`src/rtl/debouncer_pkg.sv`:
```
// Shared constants, width helpers and per-channel state for the debouncer bank.
package debouncer_pkg;

    localparam int DEF_CHANNELS     = 8;
    localparam int DEF_TICK_DIV     = 1;
    localparam int DEF_STABLE_TICKS = 255;

    // Widest stability counter the channel state can carry.
    localparam int CNT_MAX_W = 16;

    typedef struct packed {
        logic                 candidate;
        logic                 out;
        logic [CNT_MAX_W-1:0] count;
    } chan_state_t;

    function automatic int cnt_width(input int stable_ticks);
        return $clog2(stable_ticks + 1);
    endfunction

    function automatic int div_width(input int tick_div);
        return (tick_div > 1) ? $clog2(tick_div) : 1;
    endfunction

endpackage

```
`src/rtl/debouncer_bank_channel.sv`:
```
// One debounce channel: 2-flop synchroniser, stability counter and rise/fall strobes.
module debounce_channel
    import debouncer_pkg::*;
#(
    parameter int   STABLE_TICKS = DEF_STABLE_TICKS,
    parameter logic RESET_VAL    = 1'b0
) (
    input  logic clk,
    input  logic rst,
    input  logic in_i,
    input  logic tick_i,
    output logic out_o,
    output logic rise_o,
    output logic fall_o
);

    localparam logic [CNT_MAX_W-1:0] CNT_LAST = CNT_MAX_W'(STABLE_TICKS - 1);
    localparam chan_state_t RESET_STATE = '{candidate: RESET_VAL, out: RESET_VAL, count: '0};

    logic [1:0]  sync_q;
    logic        sync_s;
    chan_state_t state_q;
    chan_state_t state_d;
    logic        rise_q;
    logic        rise_d;
    logic        fall_q;
    logic        fall_d;

    // Two-flop synchroniser for the raw asynchronous input.
    always_ff @(posedge clk or posedge rst) begin
        if (rst) begin
            sync_q <= {2{RESET_VAL}};
        end else begin
            sync_q <= {sync_q[0], in_i};
        end
    end

    assign sync_s = sync_q[1];

    // Candidate tracking, saturating stability count and output update.
    always_comb begin
        state_d = state_q;
        rise_d  = 1'b0;
        fall_d  = 1'b0;
        if (sync_s != state_q.candidate) begin
            state_d.candidate = sync_s;
            state_d.count     = '0;
        end else if (tick_i) begin
            if (state_q.count < CNT_LAST) begin
                state_d.count = state_q.count + CNT_MAX_W'(1);
            end else if (state_q.candidate != state_q.out) begin
                state_d.out = state_q.candidate;
                rise_d      = state_q.candidate;
                fall_d      = ~state_q.candidate;
            end else begin
                state_d.count = state_q.count;
            end
        end else begin
            state_d.count = state_q.count;
        end
    end

    // Channel state and strobe registers; strobes land with the out change.
    always_ff @(posedge clk or posedge rst) begin
        if (rst) begin
            state_q <= RESET_STATE;
            rise_q  <= 1'b0;
            fall_q  <= 1'b0;
        end else begin
            state_q <= state_d;
            rise_q  <= rise_d;
            fall_q  <= fall_d;
        end
    end

    assign out_o  = state_q.out;
    assign rise_o = rise_q;
    assign fall_o = fall_q;

endmodule

```
`src/rtl/debouncer_bank.sv`:
```
// Multi-channel debouncer bank with a shared tick prescaler.
// Optional sticky event flags and irq are built when DEBOUNCER_IRQ_EN is defined.
module debouncer_bank
    import debouncer_pkg::*;
#(
    parameter int   CHANNELS     = DEF_CHANNELS,
    parameter int   TICK_DIV     = DEF_TICK_DIV,
    parameter int   STABLE_TICKS = DEF_STABLE_TICKS,
    parameter logic RESET_VAL    = 1'b0
) (
    input  logic                clk,
    input  logic                rst,
    input  logic [CHANNELS-1:0] in_i,
    output logic [CHANNELS-1:0] out_o,
    output logic [CHANNELS-1:0] rise_o,
    output logic [CHANNELS-1:0] fall_o
`ifdef DEBOUNCER_IRQ_EN
    ,
    input  logic [CHANNELS-1:0] irq_clr_i,
    output logic [CHANNELS-1:0] events_o,
    output logic                irq_o
`endif
);

    localparam int            DW         = div_width(TICK_DIV);
    localparam logic [DW-1:0] PRESC_LAST = DW'(TICK_DIV - 1);

    if (CHANNELS < 1 || TICK_DIV < 1 || STABLE_TICKS < 1 ||
        cnt_width(STABLE_TICKS) > CNT_MAX_W) begin : g_param_check
        $error("debouncer_bank: CHANNELS, TICK_DIV and STABLE_TICKS must be >= 1 and fit the counter");
    end

    logic [DW-1:0] presc_q;
    logic [DW-1:0] presc_d;
    logic          tick_s;

    // Shared prescaler; with TICK_DIV=1 it sits at zero and ticks every cycle.
    always_comb begin
        tick_s = (presc_q == PRESC_LAST);
        if (tick_s) begin
            presc_d = '0;
        end else begin
            presc_d = presc_q + DW'(1);
        end
    end

    // Prescaler register.
    always_ff @(posedge clk or posedge rst) begin
        if (rst) begin
            presc_q <= '0;
        end else begin
            presc_q <= presc_d;
        end
    end

    for (genvar i = 0; i < CHANNELS; i++) begin : g_chan
        debounce_channel #(
            .STABLE_TICKS(STABLE_TICKS),
            .RESET_VAL   (RESET_VAL)
        ) u_chan (
            .clk   (clk),
            .rst   (rst),
            .in_i  (in_i[i]),
            .tick_i(tick_s),
            .out_o (out_o[i]),
            .rise_o(rise_o[i]),
            .fall_o(fall_o[i])
        );
    end

`ifdef DEBOUNCER_IRQ_EN
    logic [CHANNELS-1:0] events_q;
    logic [CHANNELS-1:0] events_d;

    // Sticky flags: a strobe in the same cycle as a clear keeps the flag set.
    always_comb begin
        events_d = (events_q & ~irq_clr_i) | rise_o | fall_o;
    end

    // Event flag register.
    always_ff @(posedge clk or posedge rst) begin
        if (rst) begin
            events_q <= '0;
        end else begin
            events_q <= events_d;
        end
    end

    assign events_o = events_q;
    assign irq_o    = |events_q;
`endif

endmodule

```
`config.mk`:
```
export PLATFORM = sky130hd
export DESIGN_NAME = debouncer_bank
export DESIGN_NICKNAME = d
export VERILOG_FILES = /design/src/rtl/debouncer_pkg.sv /design/src/rtl/debouncer_bank_channel.sv /design/src/rtl/debouncer_bank.sv
export SDC_FILE = /design/constraint.sdc
export NUM_CORES = 1
export LEC_CHECK = 0
export CAP_MARGIN = 20
export CORE_MARGIN = 1
export CORE_UTILIZATION = 29
export DETAILED_ROUTE_END_ITERATION = 7
export PLACE_DENSITY = 0.5
export SETUP_SLACK_MARGIN = 0.1
export SYNTH_ARGS = -nofsm -noshare
export SYNTH_HDL_FRONTEND = slang
export SYNTH_HIERARCHICAL = 1
export SYNTH_SLANG_ARGS = --single-unit
```
`constraint.sdc`:
```
create_clock -name clk -period 2.9 [get_ports clk]
set_clock_uncertainty 0.1 [all_clocks]
set_input_delay 0.58 -clock clk [delete_from_list [all_inputs] [get_ports clk]]
set_output_delay 0.58 -clock clk [all_outputs]
set_load 0.02 [all_outputs]
```
# Word level (Yosys, flattened, before mapping)

Cells that the tools add are included.

Register bits after elaboration: 177
Bits in latches: 0
Bits in writable memories: 0
Memory bits (read-only): 0
Input bits: 10
Output and inout port bits: 24
Logic and storage cells: 228
Memories: 0

Add/sub/neg operators: 9
$mul: 0
Div/mod/pow operators: 0
Order comparisons: 8
Eq/ne operators: 24
Shift-type cells: 0
Mux-type cells: 89
Bitwise gates (word level): 25
Reduce and logical (&&, ||, !) cells: 24

Operator list:

| operator                                                    | count |
|---|---|
| two-way mux 16 bit                                          | 24 |
| adder 16 x 1 -> 16 bit, second input constant               | 8 |
| less-than comparator 16 x 8 -> 1 bit, second input constant | 8 |
| two-way mux 1 bit                                           | 65 |
| AND reduction 4 bit                                         | 8 |
| inverter 1 bit                                              | 25 |
| inequality test 1 bit                                       | 16 |
| inequality test 2 x 1 -> 1 bit, second input constant       | 8 |
| AND reduction 2 bit                                         | 8 |
| nonzero test 2 bit                                          | 8 |
| adder 1 bit, second input constant                          | 1 |

# Logic depth before layout (Yosys ltp)

Depth after elaboration: 5
Depth in mapped cells: 5
Gate-level depth less buffers: 4

# Cells and area by module

The synthesis kept the hierarchy.

Modules (own cells, without submodules):

| module                                   | times used | cells an instance | area an instance (um^2) | seq. area each (um^2) |
|---|---|---|---|---|
| debounce_channel at g_chan[0].u_chan ... | 7          | 90                | 1,021.0                 | 550.5 |
| debounce_channel at g_chan[7].u_chan     | 1          | 89                | 1,042.2                 | 550.5 |
| debouncer_bank                           | 1          | 1                 | 3.8                     | 0.0 |

# Worst setup path after synthesis

Ideal clock, no wire load.

Path type: register to register
From: reg g_chan[0].u_chan/state_q[2] (netlist bit)
To: reg g_chan[0].u_chan/state_q[3] (netlist bit)
Setup time: 0.078 ns
Data arrival time: 1.483 ns
Data required time: 2.722 ns
Path slack: 1.240 ns
Cell stages (with the launch flop): 6
Path buffers: 1
Clock period less this slack: 1.660 ns
Cell sequence: dfrtp_1 > and4_4 > and4_4 > buf_6 > or4_1 > a21oi_1

Longest elaborated chain between the ends: 4
Elaborated cells on any way between the ends: 7
Classes of those cells: add/sub (1); order compare (1); mux (3); reduce/logical (2)

Ends and longest elaborated chain:

| what                   | RTL line                     | source |
|---|---|---|
| start, declared        | debouncer_bank_channel.sv:22 | `chan_state_t state_q;` |
| start signal, assigned | debouncer_bank_channel.sv:70 | `state_q <= state_d;` |
| adder 16 x 1 -> 16 bit | debouncer_bank_channel.sv:50 | `state_d.count = state_q.count + CNT_MAX_W'(1);` |
| two-way mux 16 bit     | debouncer_bank_channel.sv:49 | `if (state_q.count < CNT_LAST) begin` |
| two-way mux 16 bit     | debouncer_bank_channel.sv:48 | `end else if (tick_i) begin` |
| two-way mux 16 bit     | debouncer_bank_channel.sv:45 | `if (sync_s != state_q.candidate) begin` |

Parallel ways exist; a longest one is shown, timed or not. The select of a mux whose other input is x is not followed.
A chain may end at the register's enable or synchronous reset.

# Final worst setup path

From: reg g_chan[2].u_chan.state_q (netlist bit g_chan[2].u_chan/out_o)
To: out out_o[2]

RTL lines:

| what                   | RTL line                     | source |
|---|---|---|
| start, declared        | debouncer_bank_channel.sv:22 |  |
| start signal, assigned | debouncer_bank_channel.sv:70 |  |
| end, declared          | debouncer_bank.sv:14         | `output logic [CHANNELS-1:0] out_o,` |

No word-level cell between the ends.

==> results.cfg <==
[cells_and_area]
postLayoutCoreUtil_pct = 34.48
areaGrowthSynthToFinish_pct = 16.92
fin_cells = 1151
postLayoutCellArea_um2 = 9579
layout_common_cells = dfrtp_1, nand2_1, and2_1
fin_nets = 794
drive_above_1_share_pct = 10.87
final_common_cell = dfrtp_1
antenna_cells = 0

[critical_path]
path_buf_inv = 1
cpPeakStageDelay_ps = 640
crit_end = out_o[2]
cp_max_fo = 3
slowest_stage = clkdlybuf4s50_1
rrSetupSlack_ps = 1030
path_depth = 1
worst-r2r-cell-count = 4
crit_family = buffers and inverters
path_cells = clkdlybuf4s50_1
worstPathRequired_ps = 2220
cp_data_arrival_time_ps = 1430
r2r-start = g_chan[7].u_chan/state_q[14]$_DFFE_PP0P_
critPathLaunchType = flip-flop
cp-startpoint = g_chan[2].u_chan/out_o$_DFFE_PP0P_
reg2reg_to = g_chan[7].u_chan/state_q[6]$_DFFE_PP0P_
critPathKind = flip-flop to output pin
endpoint_kind = output pin

[global_route]
antenna_found_initial = 0
globalRoute.totalOverflow = 0
grt.total_usage_pct = 11.47
grt_pass1_vias = 5537
grt_pass1_wl_um = 27080
grt_max_degree = 24

[clocking]
post_cts_resized = 0
post_cts_buffers = 0
cts_sinks = 176
hold_buffers = 0
cts.path.max_buffers = 2
htree_num_levels = 4
cts_tree = built
numCtsBuffers = 17
clk_latency_ps = 420
cts-root-buf = clkbuf_16
cts.clk_slew.worst_paths_ps = 70

[detailed_routing]
ant_nets = 0
firstDrtPassIters = 5
drt-total-wl_um = 15340
drt_iter0_drc = 399
via_count = 5528
drc = 0
via_per_inst = 4.803
wl_per_cell_um = 13.33

[placed_design]
dp_hpwl_um = 10010
gp_congestion = 0.7879
numPortBuffers = 33
dpl_cell_area_um2 = 8950
preCtsSetupSlack_ps = 1056
dp_cells = 1119

[synth]
post_synth.cell_area_avg_um2 = 11.38
yosysWarnings = 6
synth_compound_area_share_pct = 11.06
synth_top_family_by_area = simple AND/OR/NAND/NOR gates
synth-xor-area-share_pct = 1.802
netlist_area_um2 = 8193
synthCells = 720
synth_fa_ha_area_share_pct = 3.665
synth-edff-count = 0
ys_dominant_reg_cell = dfrtp_1
synthSimpleGateAreaFrac_pct = 23.67
synthMuxAreaShare_pct = 1.955
synth-seq-cells = 176
yosysUniqueCellTypes = 41
synthArstFlopShare_pct = 100.0
ys_seq_area_share_pct = 53.76

[run_status]
status = finished, final reports clean

[floorplan]
fp.dieH_um = 170.1
initial_utilization_pct = 29.49
io-pin-count = 34
die_area_um2 = 28930
core_um2 = 27780
die_w_um = 170.1
rows = 61

[timing]
fin_crit_sh_pct = 72.76
relSlewSlack_pct = 59.16
fmax_ghz = 0.4739
rsz0062_at_grt = false
worst_pin_slew_ps = 610.6
finalHoldViolCount = 0
final.setup.tns_ps = 0
slew_violations = 0
worst_slack_ps = 790.0
setup_violations = 0
min_period_ps = 2110

[worst_hold_path]
hold_path.class = flip-flop to flip-flop

[power_and_ir_drop]
powerDensity_nw_per_um2 = 565.8
p_leak_nw = 4.411
ir_drop_mv = 0.3495

[run]
max_cap_viol_count = 0
-- registers in the layout (all words and copies together), names as in the netlist --
register	flops
g_chan.u_chan/state_q	136
g_chan.u_chan/rise_o	8
g_chan.u_chan/out_o	8
g_chan.u_chan/sync_q	16
g_chan.u_chan/fall_o	8
-- where the power goes --
group | internal (mW) | switching, mW | total [mW] | leakage [nW]
clock | 1.48 | 0.978 | 2.45 | 0.303
sequential | 2.51 | 0.0786 | 2.59 | 2.38
combinational | 0.130 | 0.244 | 0.374 | 1.73
-- synthesized netlist by cell type, types with 2 or more instances --
cell type / number / area [µm²]
a2111o_1: 7 / 78.83
ha_1: 24 / 300.3
or4_1: 7 / 52.55
a21oi_1: 10 / 50.05
o311ai_1: 35 / 306.5
a31oi_1: 2 / 12.51
and3_1: 11 / 68.82
xnor2_1: 7 / 61.31
nand4_1: 50 / 312.8
nand2_1: 73 / 274.0
nor4_2: 16 / 200.2
o31ai_1: 35 / 262.8
a41o_1: 2 / 20.02
clkbuf_1: 22 / 82.58
and4_1: 17 / 148.9
o41ai_1: 14 / 122.6
nand2b_1: 21 / 131.4
dfrtp_1: 176 / 4404
buf_1: 7 / 26.28
nand4b_1: 2 / 17.52
nor3_1: 8 / 40.04
mux2i_1: 16 / 160.2
xor2_1: 8 / 70.07
nand3_1: 7 / 35.03
buf_6: 9 / 101.4
and2_1: 66 / 412.9
nor2_1: 11 / 41.29
inv_1: 31 / 116.4
and4_4: 14 / 157.7
-- how the worst min path moves through the flow --
stage               cells past startpoint                            startpoint                                   end
global route                            0  g_chan[7].u_chan/sync_q[0]$_DFF_PP0_  g_chan[7].u_chan/sync_q[1]$_DFF_PP0_
CTS                                     0  g_chan[7].u_chan/sync_q[0]$_DFF_PP0_  g_chan[7].u_chan/sync_q[1]$_DFF_PP0_
finish                                  0  g_chan[7].u_chan/sync_q[0]$_DFF_PP0_  g_chan[7].u_chan/sync_q[1]$_DFF_PP0_
detailed placement                      0  g_chan[6].u_chan/sync_q[0]$_DFF_PP0_  g_chan[6].u_chan/sync_q[1]$_DFF_PP0_
floorplan                               0  g_chan[0].u_chan/sync_q[0]$_DFF_PP0_  g_chan[0].u_chan/sync_q[1]$_DFF_PP0_
global placement                        0  g_chan[5].u_chan/sync_q[0]$_DFF_PP0_  g_chan[5].u_chan/sync_q[1]$_DFF_PP0_
-- cells by family after synthesis --
logic type               after synthesis
buffers and inverters                 70
flip-flops                           176
AO/OA/AOI/OAI                        110
adder cells (fa/ha/maj)               24
multiplexers                          16
other                                  1
AND/OR/NAND/NOR                      307
XOR/XNOR                              16
-- through the flow --
| stage | power (mW) | hold slack (ps) |
|---|---|---|
| after floorplan | 2.877 | 231.2 |
| after global placement | 3.015 | 236.4 |
| after detailed placement | 3.013 | 236.3 |
| after CTS | 5.521 | 254.8 |
| after global routing | 5.689 | 254.1 |
| final | 5.420 | 243.2 |
-- cell type report --
cell class	count	area, µm²
fillers	2778	18200
inverters	31	116.4
flip-flops and latches	176	4404
clock inverters	12	182.7
well taps	378	473.0
multi-input cells	483	3491
repair buffers	51	465.4
clock buffers	20	446.7
-- layer usage --
layer  routed length [µm]  global-route usage (%)  part of all wire [%]
met1                 8099                   15.83                    53
met5                    0                       0                     0
met3                  364                   2.767                   2.4
met2                 6705                   17.59                    44
met4                  174                   3.721                   1.1
No activity file was read; power rests on OpenSTA's default activity.
